### config.mk
export PLATFORM = sky130hd
export DESIGN_NAME = touch_uart_tx
export DESIGN_NICKNAME = d
export VERILOG_FILES = /design/src/rtl/touch_uart_pkg.sv /design/src/rtl/sync_fifo.sv /design/src/rtl/touch_uart_tx.sv
export SDC_FILE = /design/constraint.sdc
export NUM_CORES = 1
export LEC_CHECK = 0
export BUFFER_PORTS_ARGS = -buffer_cell sky130_fd_sc_hd__buf_2
export CAP_MARGIN = 20
export CORE_UTILIZATION = 67
export DETAILED_ROUTE_END_ITERATION = 8
export HOLD_SLACK_MARGIN = 0.15
export PLACE_DENSITY = 0.94
export SYNTH_ARGS = -nofsm -noshare
export SYNTH_HDL_FRONTEND = slang
export SYNTH_HIERARCHICAL = 1
export SYNTH_SLANG_ARGS = --single-unit
### constraint.sdc
create_clock -name clk -period 7.8 [get_ports clk]
set_input_delay 0 -clock clk [delete_from_list [all_inputs] [get_ports clk]]
set_output_delay 0 -clock clk [all_outputs]
set_load 0.005 [all_outputs]
### src/rtl/touch_uart_pkg.sv
// Shared types and defaults for the touchscreen UART transmitter.
// Also provides the elaboration-time bit-period calculation.
package touch_uart_pkg;

    localparam int DEFAULT_CLK_HZ = 50_000_000;
    localparam int DEFAULT_BAUD   = 9600;

    typedef enum logic [1:0] {
        IDLE  = 2'd0,
        START = 2'd1,
        DATA  = 2'd2,
        STOP  = 2'd3
    } tx_state_t;

    // Rounded clock cycles per bit.
    function automatic int calc_div(input int clk_hz, input int baud);
        return (clk_hz + baud / 2) / baud;
    endfunction

endpackage

### src/rtl/sync_fifo.sv
// Single-clock FIFO with an occupancy counter and a registered read port.
// rdata updates on the pop edge; pushes while full and pops while empty are ignored.
module sync_fifo #(
    parameter int WIDTH = 8,
    parameter int DEPTH = 16
) (
    input  logic                     clk,
    input  logic                     reset,
    input  logic                     push,
    input  logic                     pop,
    input  logic [WIDTH-1:0]         wdata,
    output logic [WIDTH-1:0]         rdata,
    output logic                     full,
    output logic                     empty,
    output logic [$clog2(DEPTH):0]   level
);
    localparam int AW = $clog2(DEPTH);

    logic [WIDTH-1:0] mem_q [DEPTH];
    logic [WIDTH-1:0] rdata_q;
    logic [AW-1:0]    wr_ptr_q, wr_ptr_d;
    logic [AW-1:0]    rd_ptr_q, rd_ptr_d;
    logic [AW:0]      level_q, level_d;
    logic             push_ok, pop_ok;

    assign full    = (level_q == (AW+1)'(DEPTH));
    assign empty   = (level_q == '0);
    assign push_ok = push && !full;
    assign pop_ok  = pop && !empty;
    assign rdata   = rdata_q;
    assign level   = level_q;

    // Pointers are exactly AW bits wide, so wrap modulo DEPTH is free.
    always_comb begin
        wr_ptr_d = wr_ptr_q;
        rd_ptr_d = rd_ptr_q;
        level_d  = level_q;
        if (push_ok) wr_ptr_d = wr_ptr_q + 1'b1;
        if (pop_ok)  rd_ptr_d = rd_ptr_q + 1'b1;
        case ({push_ok, pop_ok})
            2'b10:   level_d = level_q + 1'b1;
            2'b01:   level_d = level_q - 1'b1;
            default: level_d = level_q;
        endcase
    end

    always_ff @(posedge clk) begin
        if (reset) begin
            wr_ptr_q <= '0;
            rd_ptr_q <= '0;
            level_q  <= '0;
        end else begin
            wr_ptr_q <= wr_ptr_d;
            rd_ptr_q <= rd_ptr_d;
            level_q  <= level_d;
        end
    end

    always_ff @(posedge clk) begin
        if (push_ok) mem_q[wr_ptr_q] <= wdata;
        if (pop_ok)  rdata_q <= mem_q[rd_ptr_q];
    end

endmodule

### src/rtl/touch_uart_tx.sv
// 8N1 serial transmitter feeding a touchscreen controller, fronted by a byte FIFO.
// Back-to-back queued bytes go out with no idle time between stop and start.
module touch_uart_tx
    import touch_uart_pkg::*;
#(
    parameter int CLK_HZ = DEFAULT_CLK_HZ,
    parameter int BAUD   = DEFAULT_BAUD,
    parameter int DEPTH  = 16
) (
    input  logic                   clk,
    input  logic                   reset,
    input  logic [7:0]             in_data,
    input  logic                   in_valid,
    output logic                   in_ready,
    output logic                   txd,
    output logic                   busy,
    output logic [$clog2(DEPTH):0] level
);
    localparam int              DIV      = calc_div(CLK_HZ, BAUD);
    localparam int              CW       = (DIV > 1) ? $clog2(DIV) : 1;
    localparam logic [CW-1:0]   DIV_LOAD = CW'(DIV - 1);

    tx_state_t               state_q, state_d;
    logic [CW-1:0]           baud_q, baud_d;
    logic [2:0]              bit_q, bit_d;
    logic [7:0]              shift_q, shift_d;
    logic                    txd_q, txd_d;
    logic                    fifo_pop, fifo_push, fifo_full, fifo_empty, tick;
    logic [7:0]              fifo_rdata;
    logic [$clog2(DEPTH):0]  fifo_level;

    assign in_ready  = !fifo_full;
    assign fifo_push = in_valid && in_ready;
    assign level     = fifo_level;
    assign txd       = txd_q;
    assign busy      = (state_q != IDLE) || (fifo_level != '0);
    assign tick      = (baud_q == '0);

    sync_fifo #(
        .WIDTH (8),
        .DEPTH (DEPTH)
    ) u_fifo (
        .clk   (clk),
        .reset (reset),
        .push  (fifo_push),
        .pop   (fifo_pop),
        .wdata (in_data),
        .rdata (fifo_rdata),
        .full  (fifo_full),
        .empty (fifo_empty),
        .level (fifo_level)
    );

    // The popped byte lands in fifo_rdata on the pop edge and stays put for the
    // whole start bit, so it is copied into the shifter when START ends.
    always_comb begin
        state_d  = state_q;
        baud_d   = baud_q;
        bit_d    = bit_q;
        shift_d  = shift_q;
        txd_d    = txd_q;
        fifo_pop = 1'b0;
        case (state_q)
            IDLE: begin
                txd_d = 1'b1;
                if (!fifo_empty) begin
                    fifo_pop = 1'b1;
                    state_d  = START;
                    baud_d   = DIV_LOAD;
                    txd_d    = 1'b0;
                end
            end
            START: begin
                if (tick) begin
                    state_d = DATA;
                    baud_d  = DIV_LOAD;
                    bit_d   = 3'd0;
                    shift_d = fifo_rdata;
                    txd_d   = fifo_rdata[0];
                end else begin
                    baud_d = baud_q - 1'b1;
                end
            end
            DATA: begin
                if (tick) begin
                    baud_d = DIV_LOAD;
                    if (bit_q == 3'd7) begin
                        state_d = STOP;
                        txd_d   = 1'b1;
                    end else begin
                        bit_d   = bit_q + 1'b1;
                        shift_d = {shift_q[0], shift_q[7:1]};
                        txd_d   = shift_q[1];
                    end
                end else begin
                    baud_d = baud_q - 1'b1;
                end
            end
            STOP: begin
                if (tick) begin
                    if (!fifo_empty) begin
                        fifo_pop = 1'b1;
                        state_d  = START;
                        baud_d   = DIV_LOAD;
                        txd_d    = 1'b0;
                    end else begin
                        state_d = IDLE;
                        txd_d   = 1'b1;
                    end
                end else begin
                    baud_d = baud_q - 1'b1;
                end
            end
            default: begin
                state_d = IDLE;
                txd_d   = 1'b1;
            end
        endcase
    end

    always_ff @(posedge clk) begin
        if (reset) begin
            state_q <= IDLE;
            baud_q  <= '0;
            bit_q   <= '0;
            shift_q <= '0;
            txd_q   <= 1'b1;
        end else begin
            state_q <= state_d;
            baud_q  <= baud_d;
            bit_q   <= bit_d;
            shift_q <= shift_d;
            txd_q   <= txd_d;
        end
    end

endmodule
Yosys cells after proc, flatten, opt, wreduce, memory -nomap -nowiden --
Memory sizes are Yosys's and may differ from the RTL's. A register that Yosys moved wholly into a read port is not among the register bits. Cells that the tools add are included.
Word-level totals: output and inout port bits 8, memories 1, word-level logic and storage cells 76, bits in writable memories 128, bits in registers 40
Cells by class: multiplexer cells 31, add/sub/neg operators 6, eq/ne operators 13, reductions and logical operators 17
Memories:
- u_fifo.mem_q | depth 16, bits a word 8, read ports 1, clocked after Yosys merged registers in 1, wr ports 1, RTL line sync_fifo.sv:19 | logic [WIDTH-1:0] mem_q [DEPTH];
Operators by type and width (count):
- 13-bit two-way mux | 3
- 13-bit one-hot mux with 3 select lines | 1
- 8-bit two-way mux | 3
- 8-bit one-hot mux with 2 select lines | 1
- 13-bit logical NOT | 1
- 13-bit by 1-bit subtractor with 13-bit output, second input constant | 1
- 2-bit != test, second input constant | 6
- 1-bit two-way mux | 10
- 2-bit two-way mux | 5
- 5-bit one-hot mux with 2 select lines | 1
- 3-bit two-way mux | 3
- 4-bit by 1-bit adder with 4-bit output, second input constant | 2
- 2-bit one-hot mux with 4 select lines | 1
- 2-bit == test, second input constant | 3
- 3-bit one-hot mux with 2 select lines | 1
- 2-bit nonzero test | 3
- 5-bit by 1-bit adder with 5-bit output, second input constant | 1
- 5-bit == test, second input constant | 1
- 5-bit logical NOT | 1
- 5-bit AND reduction | 1
- 5-bit nonzero test | 1
- 5-bit by 1-bit subtractor with 5-bit output, second input constant | 1
- 2-bit by 1-bit == test with 1-bit output, second input constant | 2
- 1-bit one-hot mux with 4 select lines | 1
- 10 further kinds | 13

Longest topological paths before layout --
depth after elaboration 7, gate-level depth with buffers 16

Cells and area by module --
Netlist, hierarchy kept.
By module, submodules not included:
- sync_fifo | cells an instance 318, sequential area each 4344.2 µm², times used 1, area an instance 5911.9 µm²
- touch_uart_tx | cells an instance 195, sequential area each 540.5 µm², times used 1, area an instance 1700.4 µm²

Worst setup path before layout --
Ideal clock, no wire load.
path kind flip-flop to flip-flop, start point register baud_q[0], end point register u_fifo.level_q[4], in the netlist u_fifo/level[4], data arrival time 3.490 ns, clock period less this slack 3.610 ns, setup time 0.121 ns, cell stages (with the launch flop) 17, data required time 7.679 ns, slack 4.190 ns, cells stage by stage dfxtp_1 inv_1 ha_1 nor4b_2 and4_4 buf_6 a21oi_1 nor3_1 o21ai_2 inv_1 ha_1 inv_1 fa_1 nand2b_1 a21oi_1 mux2i_1 mux2_2
Between the ends: cells in the longest elaborated chain, start to end 6
Ends and longest elaborated chain:
- start, declared | RTL line touch_uart_tx.sv:24 | logic [CW-1:0] baud_q, baud_d;
- start signal, assigned | RTL line touch_uart_tx.sv:130 | baud_q <= baud_d;
- 13-bit logical NOT * | RTL line touch_uart_tx.sv:37 | assign tick = (baud_q == '0);
- 1-bit two-way mux * | RTL line touch_uart_tx.sv:100 | if (tick) begin
- 1-bit one-hot mux with 2 select lines * | RTL line touch_uart_tx.sv:63 | case (state_q)
- named net fifo_pop | RTL line touch_uart_tx.sv:28 | logic fifo_pop, fifo_push, fifo_full, fifo_empty, tick;
- 1-bit logical AND * | RTL line sync_fifo.sv:29 | assign pop_ok = pop && !empty;
- named net u_fifo.pop_ok | RTL line sync_fifo.sv:24 | logic push_ok, pop_ok;
- 2-bit by 1-bit == test with 1-bit output / 2-bit == test (equally long branches) | RTL line sync_fifo.sv:40 | case ({push_ok, pop_ok})
- 5-bit one-hot mux with 2 select lines / 2-bit nonzero test (equally long branches)
- end signal, assigned | RTL line sync_fifo.sv:55 | level_q <= level_d;
- end, declared | RTL line sync_fifo.sv:23 | logic [AW:0] level_q, level_d;
The timed path passes the listed nets; every way through them passes the cells marked *. A chain may end at the register's enable or synchronous reset.

Worst setup path in the final report --
Same ends and word-level chain as after synthesis.

==> impl_metrics.json <==
{
  "route.final.wire_length_um": 19680,
  "maximum_number_of_pins_on_one_net_before_global_route_repair": 36,
  "worst-r2r-setup-slack_ps": 3370,
  "die_y_um": 108.6,
  "hold_viol_final": 0,
  "crit_arrival_ps": 4750,
  "global_route_wire_length_before_repair_um": 29480,
  "final_cells": 692,
  "detailedPlace.worstSlack_ps": 3637,
  "clock_tree_from_tritoncts": "yes",
  "r2r_start": "baud_q[0]",
  "core_region_area_um2": 10940,
  "route.detailed.vias_per_inst": 7.332,
  "holdCritPathClass": "input port to register",
  "htree_levels": 4,
  "synth-seq-area-share_pct": 64.17,
  "timing.fmax_ghz": 0.2255,
  "synthesis.area_per_instance_um2": 14.84,
  "mappedNetlistNets": 543,
  "timing_worst_slew_pin_value_ps": 871.5,
  "antenna_found_initial": 0,
  "final-seq-area_um2": 4886,
  "critical_path.most_common_cell": "sky130_fd_sc_hd__inv_1",
  "cap_viol_max_count": 0,
  "post_synth_instance_area_um2": 7612,
  "finClkSkew_ps": 10.16,
  "met2_length_um": 9684,
  "numPlacedInstances": 651,
  "cell_variety_after_synth": 66,
  "slew_headroom_pct": 41.69,
  "critical_path_peak_fanout": 22,
  "hpwl_um": 10340,
  "power.density_cell_area_nw_per_um2": 345.3,
  "total_routing_usage_gr_pct": 36.41,
  "vdd_ir_max_uv": 224.3,
  "finish.net_count": 570,
  "finalPower_mw": 2.921,
  "root_buffer": "sky130_fd_sc_hd__clkbuf_16",
  "timing.final.max_slew_violations": 0,
  "n_antenna_cell": 0,
  "synth-async-reset-ratio_pct": 0,
  "worst_path_max_delay_cell": "sky130_fd_sc_hd__and4_4",
  "drtAntennaViolNets": 0,
  "critical_path_source": "baud_q[0]",
  "synth_flop_cell": "sky130_fd_sc_hd__edfxtp_1",
  "area_delta_synth_final_pct": 11.13,
  "cts_sinks": 176,
  "crit_type": "register to register",
  "place.gp.congestion": 0.8822,
  "synth_seq_cells": 176,
  "report.final.setup_viol": 0,
  "wire_length_on_met3_um": 2022,
  "first_pass_iters": 8,
  "run_status": "complete, no violations",
  "m1WireLength_um": 6602,
  "grt.overflow.total": 0,
  "detailedRoute.firstIterationViolations": 751,
  "post_route_cells_drive_above_1_share_pct": 19.38,
  "route.detailed.drc": 0,
  "dieWidth_um": 108.6,
  "setup.worst_path.end": "u_fifo/level[4]",
  "timing.critical_path.to_type": "register",
  "final.fill_count": 540,
  "setup_tns_ps": 0,
  "timing.critical_path.cells": "inv_1, ha_1, nor4b_2, and4_4, a21oi_1, nor3_1, o21ai_2, inv_1, ha_1, inv_1, fa_1, nand2b_1, a21oi_1, mux2i_1, mux2_2",
  "reg2reg_depth": 15,
  "critPathLaunchType": "register",
  "placed_area_um2": 7772,
  "ctsLongestPathBuffers": 2,
  "syn_inst": 513,
  "clock_latency_ps": 430,
  "crit_path_max_incr_delay_ps": 450,
  "rsz0062_at_grt": "false",
  "rows": 38,
  "vias_in_the_first_global_route": 4883,
  "yosysWarningCount": 6,
  "post_cts.resized_instances": 0,
  "fin_area_um2": 8459,
  "route.top_layer_used": "met4",
  "finish.utilization_pct": 77.36,
  "wire_per_inst_um": 28.43,
  "clk_pin_slew_ps": 60,
  "worst_ep_required_time_ps": 8120,
  "vias": 5074,
  "leakagePower_nw": 2.869,
  "synth-edff-count": 136,
  "number_of_buffers_created_by_cts": 17,
  "final.setup.worst_slack_ps": 3365,
  "initial_core_util_pct": 69.61,
  "ios": 19,
  "crit-reg2reg-capture": "u_fifo/level[4]",
  "area_of_the_multi_input_gates_um2": 2497,
  "worst_hold_slack_ps": 212.6,
  "die_area_um2": 11790,
  "period_share_pct": 56.86,
  "io_buffers": 18,
  "period_needed_ps": 4435
}
==> Yosys cell counts, types with 3 or more instances <==
cell | number | share of area, %
sky130_fd_sc_hd__nand2_1 | 20 | 0.99
sky130_fd_sc_hd__dfxtp_1 | 40 | 11
sky130_fd_sc_hd__and3_1 | 6 | 0.49
sky130_fd_sc_hd__mux2i_1 | 12 | 1.6
sky130_fd_sc_hd__nand2b_1 | 4 | 0.33
sky130_fd_sc_hd__o31ai_1 | 6 | 0.59
sky130_fd_sc_hd__o21ai_0 | 8 | 0.53
sky130_fd_sc_hd__o211ai_1 | 9 | 0.89
sky130_fd_sc_hd__or3_1 | 3 | 0.25
sky130_fd_sc_hd__ha_1 | 18 | 3.0
sky130_fd_sc_hd__a31oi_1 | 6 | 0.49
sky130_fd_sc_hd__clkbuf_1 | 9 | 0.44
sky130_fd_sc_hd__mux4_2 | 32 | 9.5
sky130_fd_sc_hd__buf_2 | 10 | 0.66
sky130_fd_sc_hd__a21oi_1 | 19 | 1.2
sky130_fd_sc_hd__xor2_1 | 8 | 0.92
sky130_fd_sc_hd__o221ai_1 | 3 | 0.35
sky130_fd_sc_hd__inv_1 | 21 | 1.0
sky130_fd_sc_hd__a211oi_1 | 8 | 0.79
sky130_fd_sc_hd__nor3_1 | 11 | 0.72
sky130_fd_sc_hd__nor4_1 | 3 | 0.25
sky130_fd_sc_hd__nor2b_1 | 5 | 0.41
sky130_fd_sc_hd__nor2_1 | 42 | 2.1
sky130_fd_sc_hd__nand3_1 | 9 | 0.59
sky130_fd_sc_hd__a22oi_1 | 16 | 1.6
sky130_fd_sc_hd__edfxtp_1 | 136 | 54
==> timing repair <==
item / in CTS / in global routing
hold buffers: 9 / 0
setup buffers: 0 / 0
hold endpoints to repair: 145 / 0
==> cell families after synthesis <==
logic type	synth area share, %
buffers and inverters	3.024
multiplexers	11.19
adder cells (fa/ha/maj)	3.222
AO/OA/AOI/OAI	8.679
AND/OR/NAND/NOR	8.678
flip-flops	64.17
XOR/XNOR	1.036
==> worst min path at each step <==
stage	startpoint	end	slack, ps	depth (start not counted)
detailed placement	in_data[6]	u_fifo/mem_q[11][6]	410	1
CTS	in_valid	u_fifo/wr_ptr_q[3]	180	5
global route	in_valid	u_fifo/wr_ptr_q[3]	230	5
floorplan	reset	u_fifo/rd_ptr_q[3]	70	1
finish	in_valid	u_fifo/wr_ptr_q[3]	210	5
global placement	in_data[6]	u_fifo/mem_q[9][6]	390	1
==> sequential cells by signal, indices dropped and copies added (netlist names) <==
name and flops:
state_q 2, u_fifo/wr_ptr_q 4, shift_q 8, u_fifo/mem_q 128, u_fifo/rdata 8, u_fifo/level 5
bit_q 3, u_fifo/rd_ptr_q 4, txd 1, baud_q 13
==> critical path, delay by kind of cell, from the launching register on <==
family	cells	cell delay, ps
AND/OR/NAND/NOR	4	1340
flip-flops	1	330
multiplexers	2	590
buffers and inverters	3	570
adder cells (fa/ha/maj)	3	970
AO/OA/AOI/OAI	3	510
==> layout by cell type (no fill, tap or decap), types with 4 or more instances in the layout <==
cell type	count
sky130_fd_sc_hd__edfxtp_1	136
sky130_fd_sc_hd__buf_2	18
sky130_fd_sc_hd__ha_1	18
sky130_fd_sc_hd__mux4_2	32
sky130_fd_sc_hd__nand3_1	9
sky130_fd_sc_hd__a21oi_1	19
sky130_fd_sc_hd__xor2_1	8
sky130_fd_sc_hd__nand2b_1	4
sky130_fd_sc_hd__o211ai_1	9
sky130_fd_sc_hd__inv_1	21
sky130_fd_sc_hd__o31ai_1	6
sky130_fd_sc_hd__nor2b_1	5
sky130_fd_sc_hd__and3_1	6
sky130_fd_sc_hd__a22oi_1	16
sky130_fd_sc_hd__nor3_1	11
sky130_fd_sc_hd__inv_6	5
sky130_fd_sc_hd__dfxtp_1	39
sky130_fd_sc_hd__dlygate4sd3_1	9
sky130_fd_sc_hd__buf_4	6
sky130_fd_sc_hd__nor2_1	42
sky130_fd_sc_hd__a31oi_1	6
sky130_fd_sc_hd__mux2i_1	12
sky130_fd_sc_hd__nand2_1	20
sky130_fd_sc_hd__clkbuf_16	17
sky130_fd_sc_hd__o21ai_0	8
sky130_fd_sc_hd__a211oi_1	8
==> final cells by class <==
cell class              count  share of cell area, %
inverters                  21                 0.9318
clock inverters            12                  1.849
clock buffers              19                  5.118
repair buffers             34                  2.751
flip-flops and latches    176                  57.76
well taps                 140                  2.071
multi-input cells         290                  29.52
==> layer usage <==
metal / up-vias / GRT usage, %
li1: 2053 / -
met1: 2432 / 44.03
met2: 462 / 59.40
met3: 127 / 8.017
met4: 0 / 23.46
met5: - / 0
==> power by group <==
| part | leakage, nW | total [mW] | switching, mW | internal [mW] |
|---|---|---|---|---|
| sequential | 1.56 | 1.17 | 0.0705 | 1.10 |
| combinational | 1.03 | 0.889 | 0.542 | 0.347 |
| clock | 0.289 | 0.861 | 0.356 | 0.506 |
| total | 2.87 | 2.92 | 0.968 | 1.95 |
No activity file was read; power rests on OpenSTA's default activity.
